[src/rtl/inst_queue.sv]
// inst_queue: circular instruction FIFO between fetch stage F3 and issue.
// Accepts up to two {pc, instr, pred_taken} entries per cycle and presents
// the two oldest entries combinationally from registered state.
// Optional statistics (high-water mark, overflow cycle count) are compiled
// in when INST_QUEUE_STATS_EN is defined.
module inst_queue #(
    parameter int DEPTH  = 16,
    parameter int PC_W   = 32,
    parameter int INST_W = 32
) (
    input  logic                        clk,
    input  logic                        resetn,
    input  logic [1:0]                  push_vld,
    input  logic [2*PC_W-1:0]           push_pc,
    input  logic [2*INST_W-1:0]         push_inst,
    input  logic [1:0]                  push_pred,
    input  logic [1:0]                  pop_req,
    input  logic                        stall_pop,
    input  logic                        flush,
    input  logic                        pred_flush,
    output logic [1:0]                  out_vld,
    output logic [2*PC_W-1:0]           out_pc,
    output logic [2*INST_W-1:0]         out_inst,
    output logic [1:0]                  out_pred,
    output logic                        overflow,
    output logic [$clog2(DEPTH):0]      count
`ifdef INST_QUEUE_STATS_EN
    ,
    output logic [$clog2(DEPTH):0]      hwm,
    output logic [31:0]                 ovf_cycles
`endif
);

    localparam int PTR_W = $clog2(DEPTH);
    localparam int CNT_W = PTR_W + 1;
    localparam logic [CNT_W:0]   DEPTH_X   = (CNT_W+1)'(DEPTH);
    localparam logic [CNT_W-1:0] OVF_LIMIT = CNT_W'(DEPTH - 2);

    // Entry storage; contents are never reset, validity comes from countQ.
    logic [PC_W-1:0]   pcMem   [DEPTH];
    logic [INST_W-1:0] instMem [DEPTH];
    logic [DEPTH-1:0]  predMem;

    logic [PTR_W-1:0]  headPtr;
    logic [PTR_W-1:0]  tailPtr;
    logic [CNT_W-1:0]  countQ;

    logic [PTR_W-1:0]  headPtr1;
    logic [1:0]        outVld;
    logic [1:0]        effPop;
    logic [1:0]        effPush;
    logic [1:0]        pushReq;
    logic [CNT_W:0]    freeSpace;
    logic [CNT_W:0]    countSum;
    logic [PTR_W-1:0]  wrBase;
    logic [PTR_W-1:0]  wrBase1;

    function automatic logic [1:0] popCount2(input logic [1:0] v);
        return {1'b0, v[0]} + {1'b0, v[1]};
    endfunction

    // Pop/push arbitration: pops first, so a full queue can take a push
    // in the same cycle it drains; pushes are all-or-nothing.
    always_comb begin
        headPtr1  = headPtr + PTR_W'(1);
        outVld    = {countQ >= CNT_W'(2), countQ >= CNT_W'(1)};
        effPop    = 2'd0;
        if (!(stall_pop || flush || pred_flush)) begin
            effPop = popCount2(pop_req & outVld);
        end
        pushReq   = popCount2(push_vld);
        freeSpace = DEPTH_X - {1'b0, countQ} + {{(CNT_W-1){1'b0}}, effPop};
        effPush   = 2'd0;
        if (!flush && (freeSpace >= {{(CNT_W-1){1'b0}}, pushReq})) begin
            effPush = pushReq;
        end
        // A predicted-path flush restarts the ring at slot 0.
        wrBase    = pred_flush ? '0 : tailPtr;
        wrBase1   = wrBase + PTR_W'(1);
        countSum  = {1'b0, countQ} + {{(CNT_W-1){1'b0}}, effPush}
                                   - {{(CNT_W-1){1'b0}}, effPop};
    end

    // Pointer and occupancy registers; flush beats pred_flush beats normal flow.
    always_ff @(posedge clk or negedge resetn) begin
        if (!resetn) begin
            headPtr <= '0;
            tailPtr <= '0;
            countQ  <= '0;
        end else if (flush) begin
            headPtr <= '0;
            tailPtr <= '0;
            countQ  <= '0;
        end else if (pred_flush) begin
            headPtr <= '0;
            tailPtr <= PTR_W'(effPush);
            countQ  <= CNT_W'(effPush);
        end else begin
            headPtr <= headPtr + PTR_W'(effPop);
            tailPtr <= tailPtr + PTR_W'(effPush);
            countQ  <= countSum[CNT_W-1:0];
        end
    end

    // Entry writes; slot0 lands at the write base, slot1 right after it.
    always_ff @(posedge clk) begin
        if (effPush != 2'd0) begin
            pcMem[wrBase]   <= push_pc[PC_W-1:0];
            instMem[wrBase] <= push_inst[INST_W-1:0];
            predMem[wrBase] <= push_pred[0];
        end
        if (effPush == 2'd2) begin
            pcMem[wrBase1]   <= push_pc[2*PC_W-1:PC_W];
            instMem[wrBase1] <= push_inst[2*INST_W-1:INST_W];
            predMem[wrBase1] <= push_pred[1];
        end
    end

    // Zero-latency read of the two oldest entries.
    always_comb begin
        out_vld  = outVld;
        out_pc   = {pcMem[headPtr1], pcMem[headPtr]};
        out_inst = {instMem[headPtr1], instMem[headPtr]};
        out_pred = {predMem[headPtr1], predMem[headPtr]};
        overflow = (countQ > OVF_LIMIT);
        count    = countQ;
    end

    countRange: assert property (@(posedge clk) disable iff (!resetn)
        (countSum <= DEPTH_X));

`ifdef INST_QUEUE_STATS_EN
    // Statistics survive flushes; only reset clears them.
    always_ff @(posedge clk or negedge resetn) begin
        if (!resetn) begin
            hwm        <= '0;
            ovf_cycles <= '0;
        end else begin
            if (countQ > hwm) begin
                hwm <= countQ;
            end
            if (overflow && (ovf_cycles != 32'hFFFF_FFFF)) begin
                ovf_cycles <= ovf_cycles + 32'd1;
            end
        end
    end
`endif

endmodule

[config.mk]
export PLATFORM = sky130hd
export DESIGN_NAME = inst_queue
export DESIGN_NICKNAME = d
export VERILOG_FILES = /design/src/rtl/inst_queue.sv
export SDC_FILE = /design/constraint.sdc
export NUM_CORES = 2
export LEC_CHECK = 0
export BUFFER_PORTS_ARGS = -buffer_cell sky130_fd_sc_hd__buf_2
export CAP_MARGIN = 0
export CORE_UTILIZATION = 52
export DETAILED_ROUTE_END_ITERATION = 12
export PLACE_DENSITY = 0.78
export SYNTH_ARGS = -nofsm -noshare
export SYNTH_HDL_FRONTEND = slang
export SYNTH_SLANG_ARGS = --single-unit
[constraint.sdc]
create_clock -name clk -period 19.5 [get_ports clk]
set_clock_uncertainty 0.05 [all_clocks]
set_input_delay 4.875 -clock clk [delete_from_list [all_inputs] [get_ports clk]]
set_output_delay 4.875 -clock clk [all_outputs]
set_load 0.02 [all_outputs]
-- Word-level counts from Yosys, hierarchy flattened
Memories as Yosys holds them, arrays and structs flattened.
Index checks and enable logic that the tools add are counted.
- add/subtract/negate cells: 10
- order comparisons: 10
- equal/unequal tests: 1
- multiplexer cells: 25
- bitwise operators: 1
- reductions and logical operators: 7
- operators with widths (operator ; number):
    16-bit bitwise mux ; 2
    16-bit 2-to-1 mux ; 2
    4-bit by 5-bit less-than comparator with 1-bit output, second input constant ; 4
    4-bit 2-to-1 mux ; 5
    5-bit 2-to-1 mux ; 2
    4-bit by 1-bit adder with 4-bit output, second input constant ; 2
    4-bit by 2-bit adder with 4-bit output ; 2
    1-bit binary-select mux with 4-bit select ; 2
    1-bit demux with 4-bit select ; 2
    4-bit by 1-bit greater-or-equal comparator with 1-bit output, second input constant ; 2
    1-bit 2-to-1 mux ; 8
    6-bit by 2-bit adder with 6-bit output ; 1
    6-bit by 2-bit greater-or-equal comparator with 1-bit output ; 1
    5-bit by 5-bit subtractor with 6-bit output, first input constant ; 1
    5-bit by 2-bit adder with 5-bit output ; 1
    5-bit by 1-bit greater-or-equal comparator with 1-bit output, second input constant ; 1
    5-bit by 2-bit greater-or-equal comparator with 1-bit output, second input constant ; 1
    5-bit by 4-bit > comparator with 1-bit output, second input constant ; 1
    5-bit by 2-bit subtractor with 5-bit output ; 1
    1-bit by 1-bit adder with 2-bit output ; 2
    2-bit 2-to-1 mux ; 2
    1-bit logical AND ; 3
    2-bit bitwise AND ; 1
    2-bit == test, second input constant ; 1
    3 further kinds ; 4
- flip-flop bits (word level): 29
- RAM bits: 1024
- input port bits: 139
- output and inout port bits: 138
- word-level logic and storage cells: 60
- memories: 2
- memory list (memory ; depth ; width ; rd ports ; clocked after memory_dff ; wr ports ; line ; RTL):
    instMem ; 16 ; 32 ; 2 ; 0 ; 2 ; 41 ; logic [INST_W-1:0] instMem [DEPTH];
    pcMem ; 16 ; 32 ; 2 ; 0 ; 2 ; 40 ; logic [PC_W-1:0] pcMem [DEPTH];

-- Depth between registers and ports, before layout
- word-level depth: 12
- gate-level depth with buffers: 27
- mapped depth without buffers: 26

-- Worst setup path before layout
No wires, ideal clock.
- kind: input-to-reg
- from: input pred_flush
- to: memory instMem[12][0] (enable)
- setup time: 581 ps
- arrival time: 12592 ps
- data required time: 18869 ps
- slack: 6276 ps
- stages: 16
- path buffers: 5
- path through: clkbuf_1 -> clkbuf_1 -> or2_2 -> clkbuf_1 -> nor2_1 -> nand2_1 -> ha_1 -> inv_1 -> fa_1 -> nand4_1 -> o21ai_0 -> a32oi_1 -> o21ai_0 -> clkbuf_1 -> clkbuf_1 -> o31ai_1
- RTL lines (element ; line ; RTL):
    start: declaration ; 20 ; input logic pred_flush,
    end: declaration ; 41 ;

-- Final worst setup path
- from: register headPtr[0]
- to: output out_pc[16]
- longest elaborated chain between the ends: 1
- RTL lines (element ; line ; RTL):
    start: declaration ; 44 ; logic [PTR_W-1:0] headPtr;
    start signal: assignment ; 99 ; headPtr <= headPtr + PTR_W'(effPop);
    memory read 16 x 32 bit ; n/a ;
    end: declaration ; 22 ; output logic [2*PC_W-1:0] out_pc,
No other way between the ends.

==> flow_summary.rst <==
.. list-table::
   :header-rows: 1

   * - Metric
     - Value
   * - Status
     - complete, no violations
   * - Top-area cell type share of the netlist area
     - 49.8%
   * - Sequential-to-total area share from yosys stat
     - 50.8%
   * - Timing-limited maximum frequency
     - around 0.095 GHz
   * - Final setup vio count
     - 0
   * - Highest ir drop seen on vdd
     - between 0.00007 and 0.00008 V
   * - Clock transition at the registers of the reported paths
     - roughly 0.070 ns
   * - Number of I/O pins
     - 277
   * - Relative contribution of sequential cells to total power
     - 49.2%
   * - Clock latency reported for the late side of the worst-skew pair
     - 0.72 ns
   * - Required time at the worst-slack endpoint
     - roughly 15 ns
   * - Worst-Margin Slew
     - ~1.2 ns
   * - Number of buffers created by CTS
     - 111
   * - Number of pins exceeding their max-slew limit in the final report
     - 0
   * - Synth warn
     - 0
   * - Switching part of the total
     - 24.3%
   * - Number of cells on the worst reg-to-reg path
     - 18
   * - Leakage power summed over all cells
     - about 22 nW
   * - Root buffer cell
     - clkbuf_16
   * - Die extent in x
     - 347 microns
   * - CTS resizes
     - 0
   * - Post-synthesis instance area
     - a little over 60000 sq um
   * - DRC
     - 0
   * - Count of input and output buffers
     - 276
   * - EDFF count, synth
     - 1024
   * - Top library cells by usage in the layout, fill and taps aside
     - mux2_2 (1024), edfxtp_1 (1024), mux4_2 (455)
   * - Number of DRC markers after the initial detailed-route iteration
     - 5000
   * - Number of hold buffers added after CTS
     - 0
   * - Maxcap violations
     - 0
   * - Worst-path fanout max
     - ~140
   * - Instance count after placement with tap cells included
     - 5478
   * - Power dissipated by switching net loads
     - about 1.3 mW
   * - Vias per cell
     - roughly 7.0
   * - Total number of clock tree sinks
     - 1053
   * - Average footprint of a synthesized cell
     - approximately 15 sq um
   * - Internal portion of total power
     - between 3 and 4 mW
   * - Final Hold Viols
     - 0
   * - Vias
     - roughly 40000
   * - Post-Syn Instances
     - approximately 4000
   * - Wire length of the first global-routing pass
     - around 270000 microns
   * - Core Rows
     - around 130
   * - Length of the first detailed-routing pass in iterations
     - 6
   * - Fraction of final layout cells with drive strength greater than 1
     - between 40% and 50%
   * - Starting density of the core
     - a little over half
   * - Count of placed standard cells in the final layout, fillers left out
     - between 5000 and 6000
   * - Biggest area consumer among synthesized cells
     - edfxtp_1
   * - Clock network power share
     - 39.9%
   * - Area overhead of the layout relative to synthesis
     - 9.65%
   * - Synthesized flop and latch total
     - between 1000 and 1500
   * - Final ANT Viol Nets
     - 0
   * - Post-Syn Nets
     - approximately 4200
   * - Level count of the clock H-tree
     - 3
   * - Max transition margin
     - between 10% and 20%
   * - Portion of total power attributed to combinational logic
     - 10.9%
   * - Min Tclk post-route
     - roughly 11 ns
   * - Wire length after detailed routing
     - about 190000 microns
   * - Share of synthesized flip-flops with an asynchronous set or reset
     - approximately 1.2%
   * - Maximum buffer depth of the clock tree
     - 3
   * - Global placement routability congestion
     - roughly 0.89
   * - Post-Place Worst Slack
     - around 9.1 ns
   * - Min-Delay Path Depth
     - 2
   * - Number of antenna violations at the first check in global routing
     - 35
   * - Die Footprint
     - 120000 sq um
   * - Crit Path Category
     - flip-flop to output port
   * - Dominant register cell in the synthesized netlist
     - edfxtp_1
   * - Power per standard cell area
     - 76.5 nW/um^2
   * - Via count of the first global-routing pass
     - approximately 40000
   * - Fill cell count
     - 9072
   * - Crit path capture type
     - output port
   * - Worst-case setup margin in the final layout
     - a little under 9 ns
   * - Global-route total usage across every layer
     - approximately 30%
   * - Vertical die dimension
     - about 350 microns
   * - Share of the clock period used by the worst path after layout
     - about 54%
   * - Unrepaired setup endpoints after global routing
     - no
   * - Setup bufs post-CTS
     - 0
   * - Crit path launch type
     - flip-flop
   * - Worst reg2reg setup slack
     - about 13 ns
   * - Clock tree from TritonCTS
     - built
   * - Top cells by area, synth
     - edfxtp_1 (50%), mux2_2 (19%), mux4_2 (17%), mux2i_1 (3.2%), nand2_1 (1.7%)
   * - Routed len/inst
     - 32.7 microns
   * - Core area
     - about 120000 sq um
   * - Type of the most critical hold path
     - flip-flop to flip-flop
   * - Maximum number of pins on one net before global-route repair
     - 155
   * - TNS Setup
     - 0 ns
   * - Data arrival at the endpoint of the critical path
     - ~5.6 ns
   * - HPWL Detailed
     - 105000 microns
   * - Nets
     - between 4000 and 5000
   * - Number of different library cells in the post-synthesis netlist
     - 62
   * - Sum of overflow across all layers after global routing
     - 0
-- final cells by class --
type	count	area, sq um	area share, %
flip-flops and latches	1053	31400	46.4
multi-input cells	2509	28800	42.5
clock buffers	139	2930	4.32
repair buffers	361	2060	3.04
well taps	1536	1920	2.84
clock inverters	66	541	0.798
inverters	19	71.3	0.105
diodes	17	42.5	0.0628
-- metal layers --
metal / share of wire [%] / wire length [microns] / vias up / global-route usage [%]
met5: 0.12 / 228 / - / 0
li1: - / - / 16300 / -
met3: 11 / 20200 / 489 / 6.32
met1: 36 / 68000 / 20700 / 40.2
met4: 4.3 / 8010 / 32 / 12.4
met2: 48 / 90000 / 2617 / 49.9
-- per-stage QoR --
step	total power, mW	utilization (%)	hold WS (ns)	cell area, sq um
after floorplan	2.98	-	0.400	61800
after global placement	3.14	54.5	0.420	64200
after detailed placement	3.15	54.5	0.428	64200
after CTS	5.19	57.4	0.436	67700
after global routing	5.31	57.4	0.450	67700
final	5.18	57.5	0.448	67800
-- cells by family after synthesis --
group | share of synthesized area [%]
multiplexers | 38.5
flip-flops | 50.8
buffers and inverters | 3.16
AO/OA/AOI/OAI | 4.30
AND/OR/NAND/NOR | 2.61
adder cells (fa/ha/maj) | 0.522
XOR/XNOR | 0.142
-- state kept, by name, indices dropped and copies added (netlist names) --
signal and cells:
count 5, predMem 16, instMem 512, pcMem 512, tailPtr 4, headPtr 4
-- synthesized netlist by cell type (all sizes together) (7+ instances only) --
master and number:
a21oi 75, a221oi 65, a22oi 68, a31oi 14
and2 7, buf 158, clkbuf 283, dfrtp 13
dfxtp 16, edfxtp 1024, ha 21, inv 19
mux2 1027, mux2i 195, mux4 455, nand2 285
nand3 12, nor2 34, nor3 14, o21ai 155
or3 9, xnor2 7
-- worst max-delay path, cell delays in order, from the launching register on --
cell     delay, ns
dfrtp_4       0.49
buf_4         0.62
buf_12        0.65
buf_4         0.77
buf_4         0.92
mux2_2        0.41
o21ai_0       0.14
a21oi_1       0.09
a22oi_1       0.24
nand2_1       0.10
buf_2         0.17
-- power by group through the flow --
stage	registers, mW	logic [mW]	clock network [mW]
2_1_floorplan	2.59	0.387	0
3_3_place_gp	2.59	0.549	0
3_5_place_dp	2.59	0.561	0
4_1_cts	2.55	0.564	2.08
5_1_grt	2.55	0.602	2.16
6_report	2.55	0.565	2.07
-- final timing paths --
kind                        startpoint            to
min in group asynchronous       resetn    headPtr[2]
hold / removal             predMem[15]   predMem[15]
hold reg to reg            predMem[15]   predMem[15]
setup / recovery            headPtr[0]    out_pc[16]
setup reg to reg              count[3]  pcMem[2][11]
max in group asynchronous       resetn    headPtr[3]
Note: power is estimated with default switching activity, not from simulation.
